**config.mk**
```make
export PLATFORM = sky130hd
export DESIGN_NAME = gan_param_loader_flat
export DESIGN_NICKNAME = d
export VERILOG_FILES = /design/src/rtl/gan_param_loader_pkg.sv /design/src/rtl/gan_param_loader_if.sv /design/src/rtl/gan_param_regfile.sv /design/src/rtl/gan_param_loader.sv /design/src/flat_wrapper.sv
export SDC_FILE = /design/constraint.sdc
export NUM_CORES = 1
export LEC_CHECK = 0
export CAP_MARGIN = 10
export CORE_ASPECT_RATIO = 1.2
export CORE_MARGIN = 2
export CORE_UTILIZATION = 50
export CTS_CLUSTER_DIAMETER = 60
export DETAILED_ROUTE_END_ITERATION = 10
export GPL_TIMING_DRIVEN = 1
export PLACE_DENSITY = 0.84
export SKIP_LAST_GASP = 1
export SLEW_MARGIN = 20
export SYNTH_ARGS = -nofsm -noshare
export SYNTH_HDL_FRONTEND = slang
export SYNTH_SLANG_ARGS = --single-unit
```
**constraint.sdc**
```tcl
create_clock -name Clock -period 1.96 [get_ports Clock]
set_input_delay 0.392 -clock Clock [delete_from_list [all_inputs] [get_ports Clock]]
set_output_delay 0.392 -clock Clock [all_outputs]
set_load 0.03 [all_outputs]
```
**src/rtl/gan_param_loader_pkg.sv**
```systemverilog
// Shared constants and types for the GAN parameter loader and the datapath it feeds.
package gan_param_loader_pkg;

  localparam int GAN_WORD_W      = 6;
  localparam int GAN_N_WORDS     = 77;
  localparam int GAN_HOLD_CYCLES = 40;

  typedef enum logic [2:0] {
    ST_IDLE   = 3'd0,
    ST_LOAD   = 3'd1,
    ST_COMMIT = 3'd2,
    ST_HOLD   = 3'd3,
    ST_PEND   = 3'd4
  } ld_state_e;

  // Frame layout: inputs first, then for each layer its weights followed by its biases.
  // Layer widths 4-4-2-1-1-1-2-4-4 give 54 weights and 19 biases.
  localparam int OFS_X    = 0;
  localparam int OFS_W_L1 = 4;
  localparam int OFS_B_L1 = 20;
  localparam int OFS_W_L2 = 24;
  localparam int OFS_B_L2 = 32;
  localparam int OFS_W_L3 = 34;
  localparam int OFS_B_L3 = 36;
  localparam int OFS_W_L4 = 37;
  localparam int OFS_B_L4 = 38;
  localparam int OFS_W_L5 = 39;
  localparam int OFS_B_L5 = 40;
  localparam int OFS_W_L6 = 41;
  localparam int OFS_B_L6 = 43;
  localparam int OFS_W_L7 = 45;
  localparam int OFS_B_L7 = 53;
  localparam int OFS_W_L8 = 57;
  localparam int OFS_B_L8 = 73;
  localparam int OFS_END  = 77;

endpackage

```
**src/rtl/gan_param_loader_if.sv**
```systemverilog
// Word-stream input plus committed-frame output of the parameter loader.
interface gan_param_loader_if
  import gan_param_loader_pkg::*;
#(
  parameter int WORD_W  = GAN_WORD_W,
  parameter int N_WORDS = GAN_N_WORDS
) ();

  logic                      In_valid;
  logic [WORD_W-1:0]         In_data;
  logic                      In_last;
  logic                      In_ready;
  logic [N_WORDS*WORD_W-1:0] Param_bus;
  logic                      Start;
  logic                      Busy;
  logic                      Frame_err;

  modport master (
    output In_valid, In_data, In_last,
    input  In_ready, Param_bus, Start, Busy, Frame_err
  );

  modport slave (
    input  In_valid, In_data, In_last,
    output In_ready, Param_bus, Start, Busy, Frame_err
  );

endinterface

```
**src/rtl/gan_param_regfile.sv**
```systemverilog
// Double-buffered parameter storage: words stream into shadow, commit copies the
// whole frame into active in one edge so the datapath never sees a half frame.
module gan_param_regfile
  import gan_param_loader_pkg::*;
#(
  parameter int WORD_W  = GAN_WORD_W,
  parameter int N_WORDS = GAN_N_WORDS,
  parameter int IDX_W   = (N_WORDS > 1) ? $clog2(N_WORDS) : 1
) (
  input  logic                      Clock,
  input  logic                      Reset,
  input  logic                      wr_en,
  input  logic [IDX_W-1:0]          wr_idx,
  input  logic [WORD_W-1:0]         wr_data,
  input  logic                      commit,
  output logic [N_WORDS*WORD_W-1:0] param_bus
);

  logic [N_WORDS-1:0][WORD_W-1:0] shadow;
  logic [N_WORDS-1:0][WORD_W-1:0] active;

  // Shadow write port and shadow-to-active frame copy.
  always_ff @(posedge Clock or negedge Reset) begin
    if (!Reset) begin
      shadow <= '0;
      active <= '0;
    end else begin
      if (wr_en)  shadow[wr_idx] <= wr_data;
      if (commit) active <= shadow;
    end
  end

  assign param_bus = active;

endmodule

```
**src/rtl/gan_param_loader.sv**
```systemverilog
// Loads a frame of signed parameter words, commits it atomically to Param_bus,
// pulses Start, then holds the frame stable for HOLD_CYCLES while the next frame
// may already stream into the shadow copy.
module gan_param_loader
  import gan_param_loader_pkg::*;
#(
  parameter int WORD_W      = GAN_WORD_W,
  parameter int N_WORDS     = GAN_N_WORDS,
  parameter int HOLD_CYCLES = GAN_HOLD_CYCLES
) (
  input logic              Clock,
  input logic              Reset,
  gan_param_loader_if.slave bus
);

  localparam int IDX_W = (N_WORDS > 1) ? $clog2(N_WORDS) : 1;
  localparam int HC_W  = (HOLD_CYCLES > 1) ? $clog2(HOLD_CYCLES) : 1;
  localparam logic [IDX_W-1:0] LAST_IDX  = IDX_W'(N_WORDS - 1);
  localparam logic [HC_W-1:0]  HOLD_LOAD = HC_W'(HOLD_CYCLES - 1);

  ld_state_e        state, state_nx;
  logic [IDX_W-1:0] wcnt, wcnt_nx;
  logic [HC_W-1:0]  hold_cnt, hold_nx;
  logic             err, err_nx;
  logic             ready, xfer, at_last, frame_done, frame_bad, commit;

  // Ready is forced low while reset is held, independent of the state register.
  assign ready      = Reset && (state == ST_IDLE || state == ST_LOAD || state == ST_HOLD);
  assign xfer       = bus.In_valid && ready;
  assign at_last    = (wcnt == LAST_IDX);
  assign frame_done = xfer && at_last && bus.In_last;
  // In_last early, or missing on the final slot: either way the frame is malformed.
  assign frame_bad  = xfer && (at_last != bus.In_last);

  // State, word counter, hold counter and sticky error registers.
  always_ff @(posedge Clock or negedge Reset) begin
    if (!Reset) begin
      state    <= ST_IDLE;
      wcnt     <= '0;
      hold_cnt <= '0;
      err      <= 1'b0;
    end else begin
      state    <= state_nx;
      wcnt     <= wcnt_nx;
      hold_cnt <= hold_nx;
      err      <= err_nx;
    end
  end

  // Next-state logic: word accounting first, then per-state sequencing.
  always_comb begin
    state_nx = state;
    wcnt_nx  = wcnt;
    hold_nx  = hold_cnt;
    err_nx   = err;
    commit   = 1'b0;

    // A completed frame keeps wcnt at the last slot until COMMIT clears it.
    if (frame_bad) begin
      err_nx  = 1'b1;
      wcnt_nx = '0;
    end else if (xfer && !frame_done) begin
      wcnt_nx = wcnt + IDX_W'(1);
    end

    case (state)
      ST_IDLE, ST_LOAD: begin
        if (frame_done)           state_nx = ST_COMMIT;
        else if (wcnt_nx == '0)   state_nx = ST_IDLE;
        else                      state_nx = ST_LOAD;
      end
      ST_COMMIT: begin
        commit   = 1'b1;
        err_nx   = 1'b0;
        wcnt_nx  = '0;
        hold_nx  = HOLD_LOAD;
        state_nx = ST_HOLD;
      end
      ST_HOLD: begin
        if (hold_cnt == '0) begin
          if (frame_done)         state_nx = ST_COMMIT;
          else if (wcnt_nx == '0) state_nx = ST_IDLE;
          else                    state_nx = ST_LOAD;
        end else begin
          hold_nx  = hold_cnt - HC_W'(1);
          state_nx = frame_done ? ST_PEND : ST_HOLD;
        end
      end
      ST_PEND: begin
        if (hold_cnt == '0) state_nx = ST_COMMIT;
        else                hold_nx  = hold_cnt - HC_W'(1);
      end
      default: state_nx = ST_IDLE;
    endcase
  end

  gan_param_regfile #(
    .WORD_W (WORD_W),
    .N_WORDS(N_WORDS),
    .IDX_W  (IDX_W)
  ) u_regfile (
    .Clock    (Clock),
    .Reset    (Reset),
    .wr_en    (xfer),
    .wr_idx   (wcnt),
    .wr_data  (bus.In_data),
    .commit   (commit),
    .param_bus(bus.Param_bus)
  );

  assign bus.In_ready  = ready;
  assign bus.Start     = (state == ST_COMMIT);
  assign bus.Busy      = (state == ST_HOLD) || (state == ST_PEND);
  assign bus.Frame_err = err;

endmodule
```
**src/flat_wrapper.sv**
```systemverilog
// flat-port wrapper written by rule: the top's interface ports become plain ports
module gan_param_loader_flat import gan_param_loader_pkg::*;
#(
  parameter int WORD_W      = GAN_WORD_W,
  parameter int N_WORDS     = GAN_N_WORDS,
  parameter int HOLD_CYCLES = GAN_HOLD_CYCLES
)
  (Clock, Reset, bus_In_valid, bus_In_data, bus_In_last, bus_In_ready, bus_Param_bus, bus_Start, bus_Busy, bus_Frame_err);
  gan_param_loader_if #(.WORD_W(WORD_W), .N_WORDS(N_WORDS)) bus_i ();
  input logic Clock;
  input logic Reset;
  input wire logic [$bits(bus_i.In_valid)-1:0] bus_In_valid;
  input wire logic [$bits(bus_i.In_data)-1:0] bus_In_data;
  input wire logic [$bits(bus_i.In_last)-1:0] bus_In_last;
  output wire logic [$bits(bus_i.In_ready)-1:0] bus_In_ready;
  output wire logic [$bits(bus_i.Param_bus)-1:0] bus_Param_bus;
  output wire logic [$bits(bus_i.Start)-1:0] bus_Start;
  output wire logic [$bits(bus_i.Busy)-1:0] bus_Busy;
  output wire logic [$bits(bus_i.Frame_err)-1:0] bus_Frame_err;
  assign bus_i.In_valid = bus_In_valid;
  assign bus_i.In_data = bus_In_data;
  assign bus_i.In_last = bus_In_last;
  assign bus_In_ready = bus_i.In_ready;
  assign bus_Param_bus = bus_i.Param_bus;
  assign bus_Start = bus_i.Start;
  assign bus_Busy = bus_i.Busy;
  assign bus_Frame_err = bus_i.Frame_err;
  gan_param_loader #(.WORD_W(WORD_W), .N_WORDS(N_WORDS), .HOLD_CYCLES(HOLD_CYCLES)) u_core (.Clock(Clock), .Reset(Reset), .bus(bus_i));
endmodule
```
Word level (Yosys, flattened, before mapping):

Cells that the tools add are included.

* bits in registers: 941
* word-level logic and storage cells: 206

* $add $sub $neg: 2
* reductions and logical operators: 19
* eq/ne operators: 8
* mux-type cells: 17
* order comparisons: 2

Operator list (count)
* 462-bit bitwise mux: 1
* 6-bit demux with 7-bit select: 1
* 7-bit 2-to-1 mux: 3
* 3-bit 2-to-1 mux: 4
* 6-bit 2-to-1 mux: 2
* 3-bit one-hot mux with 4 select lines: 1
* 6-bit one-hot mux with 2 select lines: 1
* 7-bit by 8-bit < comparator with 1-bit output (second input constant): 1
* 7-bit by 1-bit adder with 7-bit output (second input constant): 1
* 7-bit == test (second input constant): 1
* 7-bit by 1-bit greater-or-equal comparator with 1-bit output (second input constant): 1
* 1-bit logical AND: 7
* 7-bit zero test: 1
* 3-bit by 2-bit == test with 1-bit output (second input constant): 2
* 6-bit zero test: 1
* 6-bit by 1-bit subtractor with 6-bit output (second input constant): 1
* 1-bit 2-to-1 mux: 4
* 2-bit nonzero test: 2
* 2-bit OR reduction: 2
* 3-bit by 1-bit == test with 1-bit output (second input constant): 1
* 3-bit == test (second input constant): 1
* 3-bit zero test: 1
* 1-bit logical OR: 3
* 2-bit by 1-bit inequality test with 1-bit output (second input constant): 1
* other kinds (4): 4

Longest topological paths before layout:

Gate-level depths: netlist of the first run.

* depth in word-level cells: 16
* mapped depth: 9

Modules after synthesis:

From an unflattened synthesis of the first run, not the netlist that was laid out.

* cells, all modules: 2189
* area total of the unflattened synthesis: 35886.9 sq um

By module, submodules not included
* gan_param_regfile: seq. area each 23122.2 sq um, area each 34762.1 sq um, cells an instance 2070, instances 1
* gan_param_loader: seq. area each 425.4 sq um, area each 1124.8 sq um, cells an instance 119, instances 1

Worst setup path after synthesis of the first run:

OpenSTA, ideal clock, no wires.

* path kind: reg2out
* start point: register u_core.state[0]
* end point: output bus_Start
* setup slack: -0.111 ns
* stages on the path, launching flop included: 8
* path buffers: 4
* arrival time: 1.679 ns
* data required time: 1.568 ns
* cell sequence: dfrtp_1 -> nand2b_4 -> or2_2 -> clkbuf_1 -> clkinv_1 -> buf_2 -> buf_2 -> buf_2

* cells in the longest elaborated chain, start to end: 1

Ends and longest elaborated chain
* start, declared: RTL line gan_param_loader.sv:21 `ld_state_e state, state_nx;`
* start signal, assigned: RTL line gan_param_loader.sv:43 `state <= state_nx;`
* 3-bit by 2-bit == test with 1-bit output: RTL line gan_param_loader.sv:112 `assign bus.Start = (state == ST_COMMIT);`
* end, declared: RTL line flat_wrapper.sv:17 `output wire logic [$bits(bus_i.Start)-1:0] bus_Start;`

No other way between the ends.

Worst setup path after layout of the first run:

* start point: register u_core.state[2]
* end point: register u_core.u_regfile.shadow[141] in the netlist's numbering

* cells in the longest elaborated chain, start to end: 5
* elaborated cells between the ends (all ways): 7
* classes of those cells: 2 x eq/ne; 5 x reduce/logical

Ends and longest elaborated chain
* 3-bit by 1-bit == test with 1-bit output or 3-bit zero test (tied branches): RTL line gan_param_loader.sv:28 `assign ready = Reset && (state == ST_IDLE || state == ST_LOAD || state == ST_HOLD);`
* 1-bit logical OR: RTL line gan_param_loader.sv:28
* 1-bit logical OR (*): RTL line gan_param_loader.sv:28
* 1-bit logical AND (*): RTL line gan_param_loader.sv:28
* 1-bit logical AND (*): RTL line gan_param_loader.sv:29 `assign xfer = bus.In_valid && ready;`
* end signal, assigned by index: RTL line gan_param_regfile.sv:28 `if (wr_en) shadow[wr_idx] <= wr_data;`
* end, declared: RTL line gan_param_regfile.sv:19 `logic [N_WORDS-1:0][WORD_W-1:0] shadow;`

Mark *: on every way between the ends. The rest lies on a longest branch, timed or not.
A chain may end at the register's enable or synchronous reset.

==> out/qor.yml, run 1 <==
outcome: "finished, violations left"
violations: "setup timing"
syn2layout_area_growth_pct: 33.6
worst_pin_slew_ns: 0.943
worstPathArrival_ns: 2.76
grt_pass1_wl_um: 159000
hpwl_um: 63600
initialDrtViolationCount: 2176
fin_crit_ns: 2.25
synth-seq-cells: 941
firstDrtPassIters: 5
initial_utilization_pct: 50.6
final_nets: 3782
critPathMaxFanout: 8
worst-r2r-cell-count: 9
cts_max_level: 3
setup_viol: 582
r2r_setup_slack_ns: -0.29
root_buffer: "clkbuf_16"
ant_nets: 0
worstSetupPathType: "reg -> reg"
synth_top_cell_by_area: "dfrtp_1"
rsz0062_at_grt: "yes"
hold_slack_ns: 0.174
grt.total_usage_pct: 27.6
drc_errors: 0
critPathLaunchType: "register"
async_flop_share_pct: 100
synth_common_cells: "1408 x nand2_1, 941 x dfrtp_1, 458 x mux2_2"
fmax_mhz: 445
p_per_area_nw_per_um2: 983
path_cells: "buf_4, nand4b_4, buf_6, nor3_4, buf_6, nand3b_4, nor2_1, buf_4, mux2_4"
syn_area_um2: 35900
cts_buffers: 88
ios: 476
crit_slowest_cell: "dfrtp_1"
antenna_found_initial: 1
clk_latency_ns: 0.64
timing.final.ws_setup_ns: -0.285
io_buffer_count: 475
synth_top_area_share_pct: 65.5
worst-endpoint-required_ns: 2.47
grt_pass1_vias: 27200
ys_warn_count: 0
finalCoreUtilization_pct: 67.5
seq_area_frac_synth_pct: 65.5
peakVddDrop_v: 0.000653
synth-edff-count: 0
vias: 26200
dieArea_um2: 74100
total_power_w: 0.0472
syn_nets: 3171
finalHoldViolCount: 0
maxSlewViolCount: 0
die_w_um: 249
core_area_um2: 71100
cts.clk_slew.worst_paths_ns: 0.06
endpoint_kind: "register"
synthCells: 3157
synth_cell_type_count: 53
vias_per_cell: 5.49
finalSetupTns_ns: -56.52
fill_cells: 4956
relSlewSlack_pct: 37.1
die_h_um: 298
cts_tree: "built"
wire_per_inst_um: 22.9
grt_max_degree: 234
clock_path_buffers: 3
timing.final.crit_share_pct: 115
synth.most_common_cell: "nand2_1"
std_cell_rows: 107
cts_hold_buf: 0
r2r-start: "u_core.state[2]"
synthTopCellsByArea: "dfrtp_1 66%, nand2_1 15%, mux2_2 14%"
synthFlopType: "dfrtp_1"
syn_area_per_cell_um2: 11.4
drive_above_1_share_pct: 24.6
clock_skew_ns: 0.0133
hold_class: "in -> async"
antenna_cells: 0
rr_endpoint: "u_core.u_regfile.shadow[141]"
p_leak_nw: 27.1
drt-total-wl_um: 109000
multi_input_area_um2: 13200
seqCellArea_um2: 23500
grt_remaining_overflow: 0
cap_violations: 0
gp_congestion: 0.842
max_stage_delay_ns: 0.40
cts_num_sinks: 941
critical path, delay by kind of cell (launching register included):
| kind | cells | cell delay, ns |
|---|---|---|
| flops | 1 | 0.40 |
| mux | 1 | 0.32 |
| buf+inv | 4 | 0.66 |
| simple gates | 4 | 0.72 |
per-stage QoR:
step                instances  instance area, um^2  setup slack, ns
finish                   4766                48000           -0.285
global route             4766                48000           -0.364
CTS                      4738                46700           -0.216
detailed placement       4548                43000           -0.538
global placement         4548                43000           -0.486
floorplan                3157                36000          -0.0260
what timing repair did:
action / CTS / global route
gates cloned: 1 / 18
endpoints found under the setup margin: 697 / 672
pin swaps: 34 / 33
setup buffers: 29 / 9
resized for setup: 702 / 219
registers in the layout, summed over array words and instances (netlist names):
| name | count |
|---|---|
| u_core.bus.Frame_err | 1 |
| u_core.u_regfile.param_bus | 462 |
| u_core.hold_cnt | 6 |
| u_core.u_regfile.shadow | 462 |
| u_core.state | 3 |
| u_core.wcnt | 7 |
report_power, final:
group          internal [W]  total (W)  switching, W
logic               0.00291    0.00763       0.00472
clock network        0.0104     0.0180       0.00759
registers            0.0207     0.0216      0.000899
total                0.0340     0.0472        0.0132
layout by cell type (no fill, tap or decap), types with 18 or more instances in the layout:
| master | instances |
|---|---|
| buf_6 | 55 |
| mux2_2 | 186 |
| clkbuf_16 | 99 |
| nor2_4 | 48 |
| dlygate4sd2_1 | 463 |
| mux2_4 | 276 |
| clkbuf_8 | 18 |
| nor2_1 | 21 |
| buf_12 | 56 |
| dfrtp_1 | 940 |
| buf_4 | 96 |
| nand2_1 | 1394 |
cell type report:
cell class	count	area share [%]
timing repair inverter	1	0.0182
tap	926	2.41
sequential	941	49.0
inverter	6	0.0730
clock inverter	37	0.995
timing repair buffer	691	14.5
clock buffer	125	5.34
multi-input combinational	2039	27.6
worst max path at each step:
stage / from / to / slack (ns)
5_1_grt: u_core.state[1] / u_core.u_regfile.shadow[142] / -0.36
3_3_place_gp: bus_In_valid / u_core.u_regfile.shadow[426] / -0.49
4_1_cts: u_core.state[0] / bus_Busy / -0.22
6_report: u_core.state[2] / u_core.u_regfile.shadow[141] / -0.29
3_5_place_dp: bus_In_valid / u_core.u_regfile.shadow[288] / -0.54
2_1_floorplan: u_core.state[0] / u_core.u_regfile.shadow[168] / -0.03
per-layer routing:
layer	up-vias	GRT usage [%]	share of wire, %
met2	1146	45.1	49
met4	2	14.6	6.0
met1	13400	35.2	39
met5	-	0	0.012
li1	11300	-	-
met3	331	5.32	6.7
cells by family (layout without fill, tap and decap cells):
logic type      Yosys count  after routing  share of synthesized area [%]
buf+inv                 177            860                           1.93
xor+xnor                  4              4                         0.0975
simple gates           1539           1539                           17.2
mux                     466            466                           14.6
flops                   941            941                           65.5
compound gates           26             26                          0.480
fa+ha+maj                 4              4                          0.139
No activity file was read; power rests on OpenSTA's default activity.
==> inputs of run 2 (changes only) <==
- clock period: 1.96 -> 2.05 ns (I/O delays scaled with it)
==> out/qor.yml, run 2 (same netlist as run 1, synthesis figures left out) <==
outcome: "finished, violations left"
violations: "setup timing"
peakVddDrop_v: 0.000694  # +6.4%
worst-endpoint-required_ns: 1.64  # -0.83 ns
relSlewSlack_pct: 18.3  # -19 points
worstSetupPathType: "reg -> out"
antenna_found_initial: 0  # -1
worstPathArrival_ns: 1.75  # -1.01 ns
fin_crit_ns: 2.16
hold_slack_ns: 0.0369  # -0.138 ns
cts_max_level: 3  # unchanged
firstDrtPassIters: 5  # unchanged
finalHoldViolCount: 0  # unchanged
antenna_cells: 0  # unchanged
clk_latency_ns: 0.64  # about the same
cap_violations: 0  # unchanged
critPathLaunchType: "register"
vias_per_cell: 5.40  # -1.8%
layout_commonest_cell: "nand2_1"
io_buffer_count: 475  # unchanged
multi_input_area_um2: 13100  # -1.3%
grt_pass1_wl_um: 154000  # -3.3%
drt-total-wl_um: 103000  # -6.0%
cts_tree: "built"
vias: 25400  # -3.0%
critPathMaxFanout: 5  # -3
worst_pin_slew_ns: 1.23  # +0.282 ns
root_buffer: "clkbuf_16"
wire_per_inst_um: 21.8  # -4.8%
drive_above_1_share_pct: 23.3  # -1.3 points
initial_utilization_pct: 50.6  # unchanged
total_power_w: 0.0453  # -3.9%
final_cells: 4706  # -1.3%
hold_class: "in -> async"
p_leak_nw: 26.7  # -1.6%
timing.final.crit_share_pct: 105
drc_errors: 0  # unchanged
grt_remaining_overflow: 0  # unchanged
setup_viol: 283  # -51%
endpoint_kind: "output pin"
r2r_setup_slack_ns: -0.10  # +0.19 ns
timing.final.ws_setup_ns: -0.108  # +0.177 ns
fmax_mhz: 463
die_w_um: 249  # unchanged
seqCellArea_um2: 23500  # about the same
clock_skew_ns: 0.0205  # +0.00715 ns
ios: 476  # unchanged
cts_buffers: 90  # +2.3%
grt_max_degree: 160  # -32%
cts_num_sinks: 941  # unchanged
final_nets: 3722  # -1.6%
grt_pass1_vias: 26200  # -3.5%
initialDrtViolationCount: 2051  # -5.7%
hpwl_um: 62500  # -1.7%
maxSlewViolCount: 0  # unchanged
std_cell_rows: 107  # unchanged
syn2layout_area_growth_pct: 31.0
grt.total_usage_pct: 26.8  # -0.88 points
die_h_um: 298  # unchanged
post-place-cells: 4527  # -0.46%
layout_common_cells: "1394 x nand2_1, 941 x dfrtp_1, 463 x dlygate4sd2_1, 254 x mux2_4, 208 x mux2_2"
cts.clk_slew.worst_paths_ns: 0.06  # about the same
clock_path_buffers: 3  # unchanged
fill_cells: 5009  # +1.1%
p_per_area_nw_per_um2: 963  # -2.0%
rsz0062_at_grt: "yes"
ant_nets: 0  # unchanged
gp_congestion: 0.838  # -0.43%
core_area_um2: 71100  # unchanged
dieArea_um2: 74100  # unchanged
==> run 2: changes by cell type in the layout (fill, tap and decap cells not counted), sizes merged <==
cell,before,now
inv,12,11
clkbuf,134,122
clkinvlp,3,4
bufinv,9,14
buf,217,165
clkinv,20,19
==> run 2: per-stage QoR <==
step                      util, %  cell area [um^2]  TNS (ns)  setup slack (ns)
after CTS                    64.1             45500     -6.54            -0.185
final                        66.2             47100    -11.23            -0.108
after detailed placement     60.1             42700   -169.71            -0.492
after global placement       60.1             42700   -155.41            -0.466
after global routing         66.2             47100    -47.43            -0.196
after floorplan                 -             35900         0            0.0248
==> run 2: layout make-up <==
type / instances / share of cell area [%]
clock buffer: 122 / 5.49
clock inverter: 42 / 1.35
inverter: 6 / 0.0638
multi-input combinational: 2039 / 27.8
sequential: 941 / 50.0
tap: 926 / 2.46
timing repair buffer: 630 / 12.9
==> run 2: worst max-delay path: stages (launching register included) <==
cell     delay, ns
dfrtp_1       0.39
buf_6         0.14
nor2b_2       0.16
a21o_1        0.17
buf_6         0.13
buf_12        0.13
==> run 2: routing by layer <==
metal / track usage [%] / share of wire (%)
met1: 34.5 / 40
met2: 44.2 / 49
met3: 4.78 / 6.3
met4: 12.6 / 4.7
met5: 0 / 0
==> run 2: path summary, 6_finish.rpt <==
check                                             startpoint                         endpoint  cells after the start
worst min-delay path                                   Reset  u_core.u_regfile.param_bus[191]                      3
min in group Clock                            bus_In_data[2]       u_core.u_regfile.shadow[8]                      2
max in group asynchronous                              Reset  u_core.u_regfile.param_bus[319]                      3
worst max register to register               u_core.state[1]     u_core.u_regfile.shadow[355]                      9
worst min register to register  u_core.u_regfile.shadow[237]  u_core.u_regfile.param_bus[237]                      2
worst max-delay path                         u_core.state[1]                         bus_Busy                      5
==> run 2: repair_timing <==
| item | in CTS | in global routing |
|---|---|---|
| pin swaps | 2 | 37 |
| setup buffers | 7 | 8 |
| resized for setup | 487 | 381 |
| endpoints found under the setup margin | 499 | 449 |
| hold buffers | 1 | 0 |
| endpoints found under the hold margin | 40 | 0 |
==> run 2: power by group <==
group / leakage [nW] / switching (W) / internal, W
logic: 12.1 / 0.00428 / 0.00248
registers: 13.0 / 0.000831 / 0.0198
clock network: 1.58 / 0.00729 / 0.0107
total: 26.7 / 0.0124 / 0.0329
